[config.mk]
export PLATFORM = sky130hd
export DESIGN_NAME = pc_fetch_ctrl
export DESIGN_NICKNAME = d
export VERILOG_FILES = /design/src/rtl/pc_fetch_ctrl.sv
export SDC_FILE = /design/constraint.sdc
export NUM_CORES = 1
export LEC_CHECK = 0
export CAP_MARGIN = 20
export CORE_MARGIN = 2
export CORE_UTILIZATION = 45
export DETAILED_ROUTE_END_ITERATION = 16
export PLACE_DENSITY_LB_ADDON = 0.05
export SLEW_MARGIN = 20
export SYNTH_ARGS = -nofsm -noshare
export SYNTH_HDL_FRONTEND = slang
export SYNTH_SLANG_ARGS = --single-unit
export TNS_END_PERCENT = 30
[constraint.sdc]
create_clock -name clk -period 2.1 [get_ports clk]
set_input_delay 0.42 -clock clk [delete_from_list [all_inputs] [get_ports clk]]
set_output_delay 0.42 -clock clk [all_outputs]
set_load 0.02 [all_outputs]
[src/rtl/pc_fetch_ctrl.sv]
// Fetch-stage program counter controller.
// Owns PCF, sequences PC+4 advances, applies Execute-stage redirects
// (immediately when the instruction memory is ready, otherwise through a
// one-entry pending register), and raises the pipeline flush strobes.
module pc_fetch_ctrl #(
    parameter logic [31:0] RESET_VECTOR = 32'h0000_0000
) (
    input  logic        clk,
    input  logic        rst_n,
    input  logic        PCSrcE,
    input  logic [31:0] PCTargetE,
    input  logic        StallF,
    input  logic        ImemReady,
    output logic [31:0] PCF,
    output logic [31:0] PCPlus4F,
    output logic        ImemReq,
    output logic        FlushD,
    output logic        FlushE,
    output logic        RedirPending,
    output logic        MisalignF
);

    typedef enum logic [1:0] {
        BOOT  = 2'd0,
        FETCH = 2'd1,
        HOLD  = 2'd2
    } state_t;

    state_t      state_r;
    logic [31:0] pcf_r;
    logic [31:0] pend_tgt_r;
    logic        pend_r;
    logic        misalign_r;
    logic        imem_req_r;

    logic [31:0] aligned_tgt_s;
    logic [31:0] redir_tgt_s;
    logic        have_redir_s;
    logic        adv_s;
    logic [31:0] pcplus4_s;

    // Instruction addresses are word aligned; low two bits are dropped.
    function automatic logic [31:0] align_word(input logic [31:0] addr);
        return {addr[31:2], 2'b00};
    endfunction

    // Redirect selection: a live Execute redirect beats the stored one.
    always_comb begin
        aligned_tgt_s = align_word(PCTargetE);
        redir_tgt_s   = pend_tgt_r;
        have_redir_s  = 1'b0;
        if (PCSrcE) begin
            redir_tgt_s  = aligned_tgt_s;
            have_redir_s = 1'b1;
        end else if (pend_r) begin
            redir_tgt_s  = pend_tgt_r;
            have_redir_s = 1'b1;
        end else begin
            redir_tgt_s  = pend_tgt_r;
            have_redir_s = 1'b0;
        end
    end

    // Sequential advance qualifier and the wrapping PC+4 adder.
    always_comb begin
        adv_s     = (state_r != BOOT) && ImemReady && !StallF;
        pcplus4_s = pcf_r + 32'd4;
    end

    // Fetch FSM: PC, pending redirect, request and misalignment registers.
    always_ff @(posedge clk or negedge rst_n) begin
        if (!rst_n) begin
            state_r    <= BOOT;
            pcf_r      <= RESET_VECTOR;
            pend_tgt_r <= 32'h0000_0000;
            pend_r     <= 1'b0;
            misalign_r <= 1'b0;
            imem_req_r <= 1'b0;
        end else begin
            // Pulse for exactly the cycle after a misaligned target is seen.
            misalign_r <= PCSrcE && (PCTargetE[1:0] != 2'b00);
            case (state_r)
                BOOT: begin
                    // No fetch yet; a redirect arriving now waits in the pending slot.
                    state_r    <= FETCH;
                    imem_req_r <= 1'b1;
                    if (PCSrcE) begin
                        pend_tgt_r <= aligned_tgt_s;
                        pend_r     <= 1'b1;
                    end else begin
                        pend_tgt_r <= pend_tgt_r;
                        pend_r     <= pend_r;
                    end
                end
                FETCH, HOLD: begin
                    imem_req_r <= 1'b1;
                    if (ImemReady && have_redir_s) begin
                        // Redirect wins over stall and over sequential advance.
                        pcf_r   <= redir_tgt_s;
                        pend_r  <= 1'b0;
                        state_r <= FETCH;
                    end else if (PCSrcE) begin
                        // Memory busy: remember the newest target and hold.
                        pend_tgt_r <= aligned_tgt_s;
                        pend_r     <= 1'b1;
                        state_r    <= HOLD;
                    end else if (adv_s) begin
                        pcf_r   <= pcplus4_s;
                        state_r <= FETCH;
                    end else begin
                        state_r <= HOLD;
                    end
                end
                default: begin
                    state_r    <= BOOT;
                    pcf_r      <= RESET_VECTOR;
                    pend_r     <= 1'b0;
                    imem_req_r <= 1'b0;
                end
            endcase
        end
    end

    assign PCF          = pcf_r;
    assign PCPlus4F     = pcplus4_s;
    assign ImemReq      = imem_req_r;
    assign RedirPending = pend_r;
    assign MisalignF    = misalign_r;
    // Flushes follow the resolved branch with no qualification.
    assign FlushD       = PCSrcE;
    assign FlushE       = PCSrcE;

endmodule
Word-level counts from Yosys, hierarchy flattened
Index checks and enable logic that the tools add are counted.
{"block": "op_classes", "addsub": 1, "reduce_logical": 13, "muxes": 17, "eq_ne": 5, "n_bitwise": 1}
{"op": "32-bit 2-to-1 mux", "n": 5}
{"op": "32-bit one-hot mux with 2 select lines", "n": 2}
{"op": "32-bit by 3-bit adder with 32-bit output (second input constant)", "n": 1}
{"op": "2-bit 2-to-1 mux", "n": 3}
{"op": "3-bit inequality test (second input constant)", "n": 2}
{"op": "2-bit nonzero test", "n": 3}
{"op": "1-bit 2-to-1 mux", "n": 5}
{"op": "1-bit logical AND", "n": 4}
{"op": "2-bit one-hot mux with 2 select lines", "n": 1}
{"op": "3-bit AND reduction", "n": 1}
{"op": "3-bit OR reduction", "n": 1}
{"op": "2-bit by 1-bit == test with 1-bit output (second input constant)", "n": 1}
{"op": "2-bit == test (second input constant)", "n": 1}
{"op": "2-bit logical NOT", "n": 1}
{"op": "2-bit inequality test (second input constant)", "n": 1}
{"op": "1-bit one-hot mux with 2 select lines", "n": 1}
{"op": "2-bit AND reduction", "n": 1}
{"op": "2-bit OR reduction", "n": 1}
{"op": "1-bit logical NOT", "n": 1}
{"op": "1-bit inverter", "n": 1}
{"block": "totals", "wordCells": 43, "reg_bits": 69, "out_inout_bits": 69, "input_bits": 37}

Longest topological paths before layout
Gate-level depths: netlist (run 1).
{"block": "depth", "word_depth": 7, "mapped_depth": 9, "mapped_depth_nobuf": 7}

Worst setup path after synthesis (run 1)
Ideal clock, no wire load.
{"block": "synth_timing", "path_kind": "reg-to-output", "startpoint": "register pcf_r[3], in the netlist PCF[3]", "endpoint": "output port PCPlus4F[28]", "path_slack_ns": -0.339, "n_path_buf": 0, "arrival_ns": 2.019, "stages_incl_launch_ff": 6, "cell_sequence": "dfrtp_1 -> ha_1 -> nand3_4 -> nor4_4 -> nand4_1 -> xnor2_1"}
{"block": "synth_between", "elab_chain_len": 1}
{"element": "start, declared", "line_no": "30", "text": "logic [31:0] pcf_r;"}
{"element": "start signal, assigned", "line_no": "99", "text": "pcf_r <= redir_tgt_s;"}
{"element": "start signal, assigned", "line_no": "108", "text": "pcf_r <= pcplus4_s;"}
{"element": "32-bit by 3-bit adder with 32-bit output", "line_no": "67", "text": "pcplus4_s = pcf_r + 32'd4;"}
{"element": "end, declared", "line_no": "15", "text": "output logic [31:0] PCPlus4F,"}
No other way between the ends.

Final worst setup path (run 1)
{"block": "layout_timing", "startpoint": "register pcf_r[2], in the netlist PCF[2]", "endpoint": "output port PCPlus4F[23]"}
The elaborated chain is that of the path after synthesis.

==> results by group, run 1 <==
Run status
  • Status: finished, violations left
  • Failing checks: setup timing

CTS
  • Cts hold-fix bufs: 0
  • Clk slew on worst S/H paths: 0.08 ns
  • Clock Path Buffers: 2
  • CTS Root Buffer Type: clkbuf_8
  • Total CTS buffers: 9
  • CTS tree: yes
  • Latest clock arrival within the worst-skew pair: approximately 0.34 ns
  • CTS H-Tree Depth: 3
  • Num Clock Sinks: 69

Pwr
  • Pwr Total: between 8 and 9 mW
  • Max VDD drop: 0.7008 mV
  • Leakage: 3.028 nW
  • Power per Cell Area: between 1000 and 1500 nW/um2

Floorplan
  • Die H: roughly 99 um
  • Row cnt: 34
  • Full die area: ~10000 um2
  • Initial Utilization: a little under half
  • IO Pins: 106
  • Die span in x: around 99 um
  • Core footprint: roughly 8800 um2

Routing
  • Post-route DRC: 0
  • First-pass iteration count of the detailed router: 4
  • Antenna viol nets, final: 0
  • Vias per cell: ~5.7
  • Detailed-route via count: between 4000 and 5000
  • Drt wl/cell: around 18 um
  • Initial drt markers: about 160
  • Routed wire length: around 13000 um

Global route
  • First-pass GRT wire length: 21020 um
  • GRT Residual Overflow: 0
  • Vias in the first global route: approximately 4200
  • Pin count of the biggest net entering global routing: 70
  • Initial antenna violation count: 0
  • Total Routing Usage GR: ~27%

Yosys
  • Post-synthesis sequential area ratio: ~42%
  • Cell Area, Synth: roughly 4100 um2
  • Most used DFF post-synth: dfrtp_1
  • Synth async-reset ratio: between 90% and 100%
  • Number of synthesized flops with an enable pin: 0
  • Synthesized flop and latch total: just under 70
  • Avg Cell Area, Syn: approximately 9.7 um2
  • Gate Count Post-Synth: 420
  • Nets in the synthesized netlist: 460
  • Synth unique cells: between 50 and 60
  • Synth warnings: 0

Hold path
  • HP Class: input pin to async pin

STA
  • Worst setup margin: -0.2771 ns
  • Final Setup Violations: 23
  • FMAX: around 420 MHz
  • Max_slew headroom: around three quarters
  • Final Hold Fails: 0
  • RSZ-0062 raised after global routing: yes
  • Crit path time final: about 2.4 ns
  • Max-slew violations: 0
  • Layout Skew: between 0.01 and 0.015 ns
  • Final period util: 113.2%
  • Tightest Pin Transition: about 0.37 ns

Placed design
  • Routability cong.: 0.8935
  • Placed instance area: 6060 um2
  • IO Port Bufs: 105
  • Hpwl dp: around 9300 um

Run
  • Max Cap Viol: 0

Critical path
  • WS Path Type: flop to output port
  • WP data required: approximately 1.7 ns
  • Crit-path cells: nand4_1 -> nor4_4 -> buf_4 -> nand4_1 -> xnor2_2 -> buf_4
  • CP Launch Type: flop
  • Maximum fanout along the worst path: 4
  • Slowest-stage cell, CP: dfrtp_2
  • Critical Path Max Stage Delay: 0.39 ns
  • Worst Path Arrival: 1.96 ns
  • Critical Path End Type: output port

Finish
  • Fin area: ~6500 um2
  • Share of cells above drive strength 1: between 30% and 40%
  • Layout area overhead: 59.94%
  • Nets@finish: between 600 and 700
  • Antenna Cells: 0
## path summary, 6_finish.rpt
| path | from | end | slack [ns] | depth (start not counted) |
|---|---|---|---|---|
| max in group asynchronous | rst_n | PCF[3] | 1.67 | 2 |
| worst max register to register | PCF[2] | PCF[31] | 0.07 | 9 |
| worst min-delay path | rst_n | MisalignF | 0.07 | 2 |
| worst max-delay path | PCF[2] | PCPlus4F[23] | -0.28 | 6 |
| worst min register to register | pend_tgt_r[7] | pend_tgt_r[7] | 0.49 | 2 |
| min in group clk | pend_tgt_r[7] | pend_tgt_r[7] | 0.49 | 2 |
## what timing repair did
item                                    4_1_cts  5_1_grt
pin swaps                                    17       14
cloned                                        2        0
gates resized for setup                     148       27
endpoints found under the setup margin       28       30
buffers inserted                             11        8
## critical path: cells and delay by family (launching register included)
kind                   cells  cell delay [ns]
flip-flops                 1             0.39
XOR/XNOR                   1             0.23
AND/OR/NAND/NOR            3             0.62
buffers and inverters      2             0.38
## cells in the mapped netlist (2+ instances only)
| master | number | area share [%] |
|---|---|---|
| a21o_1 | 3 | 0.55 |
| a21oi_1 | 22 | 2.7 |
| nor3_1 | 7 | 0.86 |
| o2bb2ai_1 | 3 | 0.64 |
| or3_1 | 2 | 0.31 |
| inv_1 | 18 | 1.7 |
| nor2_1 | 18 | 1.7 |
| nand2_1 | 29 | 2.7 |
| nand3_1 | 18 | 2.2 |
| nor2b_1 | 4 | 0.61 |
| buf_4 | 5 | 0.92 |
| nand4_1 | 9 | 1.4 |
| and3_1 | 6 | 0.92 |
| buf_1 | 4 | 0.37 |
| mux2i_1 | 16 | 3.9 |
| o22ai_1 | 7 | 1.1 |
| or3b_1 | 2 | 0.43 |
| o21ai_0 | 33 | 4.0 |
| clkbuf_1 | 12 | 1.1 |
| o311ai_1 | 2 | 0.43 |
| xnor2_1 | 23 | 4.9 |
| nor3b_1 | 2 | 0.37 |
| dfrtp_1 | 69 | 42 |
| a22oi_1 | 5 | 0.92 |
| mux2_2 | 35 | 9.6 |
| a31oi_1 | 8 | 1.2 |
| ha_1 | 3 | 0.92 |
| o21a_1 | 3 | 0.55 |
| buf_2 | 9 | 1.1 |
| and2_1 | 3 | 0.46 |
| o21ai_1 | 3 | 0.37 |
| a22o_1 | 10 | 2.1 |
| xor2_1 | 5 | 1.1 |
## registers in the layout, indices dropped and copies added (netlist names)
register      cells
RedirPending      1
pend_tgt_r       32
state_r           2
PCF              32
MisalignF         1
ImemReq           1
## stage by stage
stage               instances  util, %  TNS [ns]  hold slack, ns  setup slack [ns]
floorplan                 420        -   -0.2615          0.1244          -0.06477
global placement          704    69.15    -7.741          0.4622           -0.3711
detailed placement        704    69.15    -8.477          0.4746           -0.4245
CTS                       733    72.82    -4.399          0.1010           -0.2788
global route              740    74.56    -6.324          0.1203           -0.3570
finish                    740    74.56    -4.366         0.06555           -0.2771
## metal layers
metal | part of all wire, % | GRT usage, % | vias up
met1 | 44 | 38.49 | 2091
met4 | 1.6 | 7.798 | 0
met3 | 6.1 | 3.935 | 19
met5 | 0 | 0 | -
met2 | 48 | 43.50 | 161
li1 | - | - | 1940
## report_power, final
part	leakage, nW	switching, mW	internal [mW]
Sequential	0.866	0.323	1.87
Clock	0.0905	0.498	0.492
Combinational	2.07	2.48	2.38
Total	3.03	3.30	4.75
## cell type report
cell class              instances  area, um2
inverters                      18      67.56
flip-flops and latches         69       1738
clock inverters                 2      10.01
repair buffers                226       2009
clock buffers                  14      162.7
multi-input cells             303       2411
well taps                     108      135.1
fillers                       646       2230
## kinds of logic (layout without fill, tap and decap cells)
| family | after synthesis | in the layout | synth area share (%) |
|---|---|---|---|
| multiplexers | 51 | 51 | 13.57 |
| adder cells (fa/ha/maj) | 3 | 3 | 0.9189 |
| buffers and inverters | 48 | 260 | 5.145 |
| XOR/XNOR | 28 | 28 | 6.003 |
| AO/OA/AOI/OAI | 109 | 109 | 16.85 |
| AND/OR/NAND/NOR | 112 | 112 | 15.25 |
| flip-flops | 69 | 69 | 42.27 |
## layout by cell type (no fill, tap or decap), drive strengths merged, types with 18 or more instances in the layout
cell type      instances
buf                  145
clkdlybuf4s50         73
dfrtp                 69
o21ai                 36
mux2                  35
nand2                 29
xnor2                 23
a21oi                 22
nand3                 20
inv                   18
nor2                  18
(Power assumes the default switching activity.)
==> inputs of run 2 (changes only) <==
- GPL_TIMING_DRIVEN: default -> 1
==> results of run 2 <==
The final DEF is identical to that of run 1; final timing and power are the same.
==> inputs of run 3 (changes only) <==
- CORE_MARGIN: 2 -> 3
==> results by group, run 3 (synthesis gave the netlist of run 1 again) <==
Finish
  • Share of cells above drive strength 1: 38.71% (was 38.29%)
  • Layout area overhead: 56.85% (was 59.94%)
  • FF/Latch Area: 1738 um2 (unchanged)
  • Commonest non-fill, non-tap cell in the layout: buf_4 (unchanged)
  • Area occupied by multi-input gates: 2397 um2 (was 2411 um2)
  • Commonest cells after routing, fill and taps aside: buf_4 (123), clkdlybuf4s50_1 (73), dfrtp_1 (60) (was buf_4 (127), clkdlybuf4s50_1 (73), dfrtp_1 (60))
  • Antenna Cells: 0 (unchanged)
  • Nets@finish: 656 (was 667)
  • Fillers: 679 (was 646)

Critical path
  • WS Path Type: flop to output port (unchanged)
  • Critical Path Max Stage Delay: 0.41 ns (was 0.39 ns)
  • Worst Path Arrival: 1.98 ns (was 1.96 ns)
  • CP Launch Type: flop (unchanged)
  • Crit-path cells: nand4_1 -> nor4_2 -> buf_4 -> and2_4 -> xor2_2 -> clkdlybuf4s15_2 (was nand4_1 -> nor4_4 -> buf_4 -> nand4_1 -> xnor2_2 -> buf_4)
  • Maximum fanout along the worst path: 10 (was 4)
  • WP data required: 1.68 ns (about the same)
  • Slowest-stage cell, CP: dfrtp_2 (unchanged)
  • Critical Path End Type: output port (unchanged)

Floorplan
  • Core footprint: 8763 um2 (unchanged)
  • Full die area: 10260 um2 (was 9857 um2)
  • Initial Utilization: 46.62% (unchanged)
  • Row cnt: 34 (unchanged)
  • IO Pins: 106 (unchanged)
  • Die span in x: 101.3 um (was 99.28 um)
  • Die H: 101.3 um (was 99.28 um)

Global route
  • First-pass GRT wire length: 20270 um (was 21020 um)
  • Initial antenna violation count: 0 (unchanged)
  • Busiest grt layer: met2 (unchanged)
  • Total Routing Usage GR: 25.38% (was 27.12%)
  • GRT Residual Overflow: 0 (unchanged)
  • Met3 usage: 3.719% (was 3.935%)
  • Pin count of the biggest net entering global routing: 70 (unchanged)
  • GR Layer Usage met2: 40.64% (was 43.50%)
  • Vias in the first global route: 3965 (was 4228)
  • Routing usage on met1: 36.02% (was 38.49%)

Routing
  • Detailed-route via count: 4112 (was 4211)
  • Post-route DRC: 0 (unchanged)
  • Drt wl/cell: 17.68 um (was 17.91 um)
  • Routed wire length: 12870 um (was 13260 um)
  • Vias per cell: 5.648 (was 5.691)
  • Antenna viol nets, final: 0 (unchanged)
  • Initial drt markers: 234 (was 155)
  • First-pass iteration count of the detailed router: 5 (was 4)

STA
  • FMAX: 416.6 MHz (was 420.7 MHz)
  • Worst setup margin: -0.3007 ns (was -0.2771 ns)
  • Hold WS: 0.08534 ns (was 0.06555 ns)
  • Final Setup Violations: 23 (unchanged)
  • Final period util: 114.3% (was 113.2%)
  • Tightest Pin Transition: 0.4169 ns (was 0.3713 ns)
  • Max_slew headroom: 72.18% (was 74.54%)
  • Final Hold Fails: 0 (unchanged)
  • Layout Skew: 0.01229 ns (was 0.01300 ns)
  • Crit path time final: 2.401 ns (was 2.377 ns)
  • RSZ-0062 raised after global routing: yes (unchanged)
  • Max-slew violations: 0 (unchanged)

CTS
  • Clk slew on worst S/H paths: 0.07 ns (was 0.08 ns)
  • CTS tree: yes (unchanged)
  • CTS Root Buffer Type: clkbuf_8 (unchanged)
  • CTS H-Tree Depth: 3 (unchanged)
  • Num Clock Sinks: 69 (unchanged)
  • Latest clock arrival within the worst-skew pair: 0.35 ns (was 0.34 ns)
  • Total CTS buffers: 9 (unchanged)
  • Clock Path Buffers: 2 (unchanged)

Pwr
  • Power per Cell Area: 1231 nW/um2 (was 1232 nW/um2)
  • Max VDD drop: 0.8002 mV (was 0.7008 mV)
  • Leakage: 2.956 nW (was 3.028 nW)

Placed design
  • Routability cong.: 0.9036 (was 0.8935)
  • IO Port Bufs: 105 (unchanged)
  • Setup WS pre-CTS: -0.3718 ns (was -0.4245 ns)
  • Hpwl dp: 9296 um (was 9333 um)

Hold path
  • HP Class: input pin to async pin (unchanged)

Run status
  • Failing checks: setup timing (unchanged)
  • Status: finished, violations left (unchanged)

Run
  • Max Cap Viol: 0 (unchanged)
[run 3: cell count changes in the layout (fill, tap and decap cells not counted), moves of 2 or more]
cell | before | now
buf_4 | 127 | 123
nand3_2 | 2 | 8
nand3_4 | 7 | 1
xnor2_2 | 14 | 16
xnor2_1 | 9 | 7
buf_6 | 10 | 4
[run 3: critical path: cells and delay by family (launching register included)]
family	cells	cell delay [ns]
xor+xnor	1	0.12
buf+inv	2	0.51
flops	1	0.41
simple gates	3	0.59
[run 3: area by class of cell]
type / instances / area share (%)
multi-input cells: 303 / 37.41
repair buffers: 215 / 29.66
flip-flops and latches: 69 / 27.12
clock buffers: 13 / 2.480
well taps: 108 / 2.109
inverters: 18 / 1.054
clock inverters: 2 / 0.1562
[run 3: per-stage QoR]
stage	power [mW]	setup TNS, ns	util [%]	cell area, um2	cells
after global routing	8.367	-6.090	73.12	6407	728
final	7.885	-4.059	73.12	6407	728
after detailed placement	6.878	-10.63	69.00	6047	704
after floorplan	4.689	-0.2615	-	4200	420
after global placement	6.782	-9.588	69.00	6047	704
after CTS	7.812	-5.333	71.49	6265	724
[run 3: path summary, 6_finish.rpt]
kind | to | cells after the start | start | slack, ns
max in group asynchronous | PCF[16] | 2 | rst_n | 1.66
hold reg to reg | pend_tgt_r[7] | 2 | pend_tgt_r[7] | 0.49
setup reg to reg | PCF[18] | 8 | PCF[2] | 0.13
min in group clk | pend_tgt_r[7] | 2 | pend_tgt_r[7] | 0.49
setup / recovery | PCPlus4F[19] | 6 | PCF[9] | -0.30
hold / removal | PCF[0] | 2 | rst_n | 0.09
[run 3: power breakdown]
| group | leakage [nW] | internal, mW | switching, mW |
|---|---|---|---|
| Sequential | 0.866 | 1.87 | 0.332 |
| Clock | 0.0893 | 0.485 | 0.501 |
| Combinational | 2.00 | 2.28 | 2.42 |
[run 3: layer usage]
layer  vias up  share of wire [%]  wire length (um)
li1       1914                  -                 -
met1      2017                 44              5689
met2       166                 47              6103
met3        15                7.2               924
met4         0                1.2               156
met5         -                  0                 0
[run 3: what timing repair did]
action	in CTS	in global routing
endpoints found under the setup margin	30	33
hold buffers	0	0
pin swaps	10	8
gates cloned	1	0
resized for setup	121	53
buffers inserted	4	4
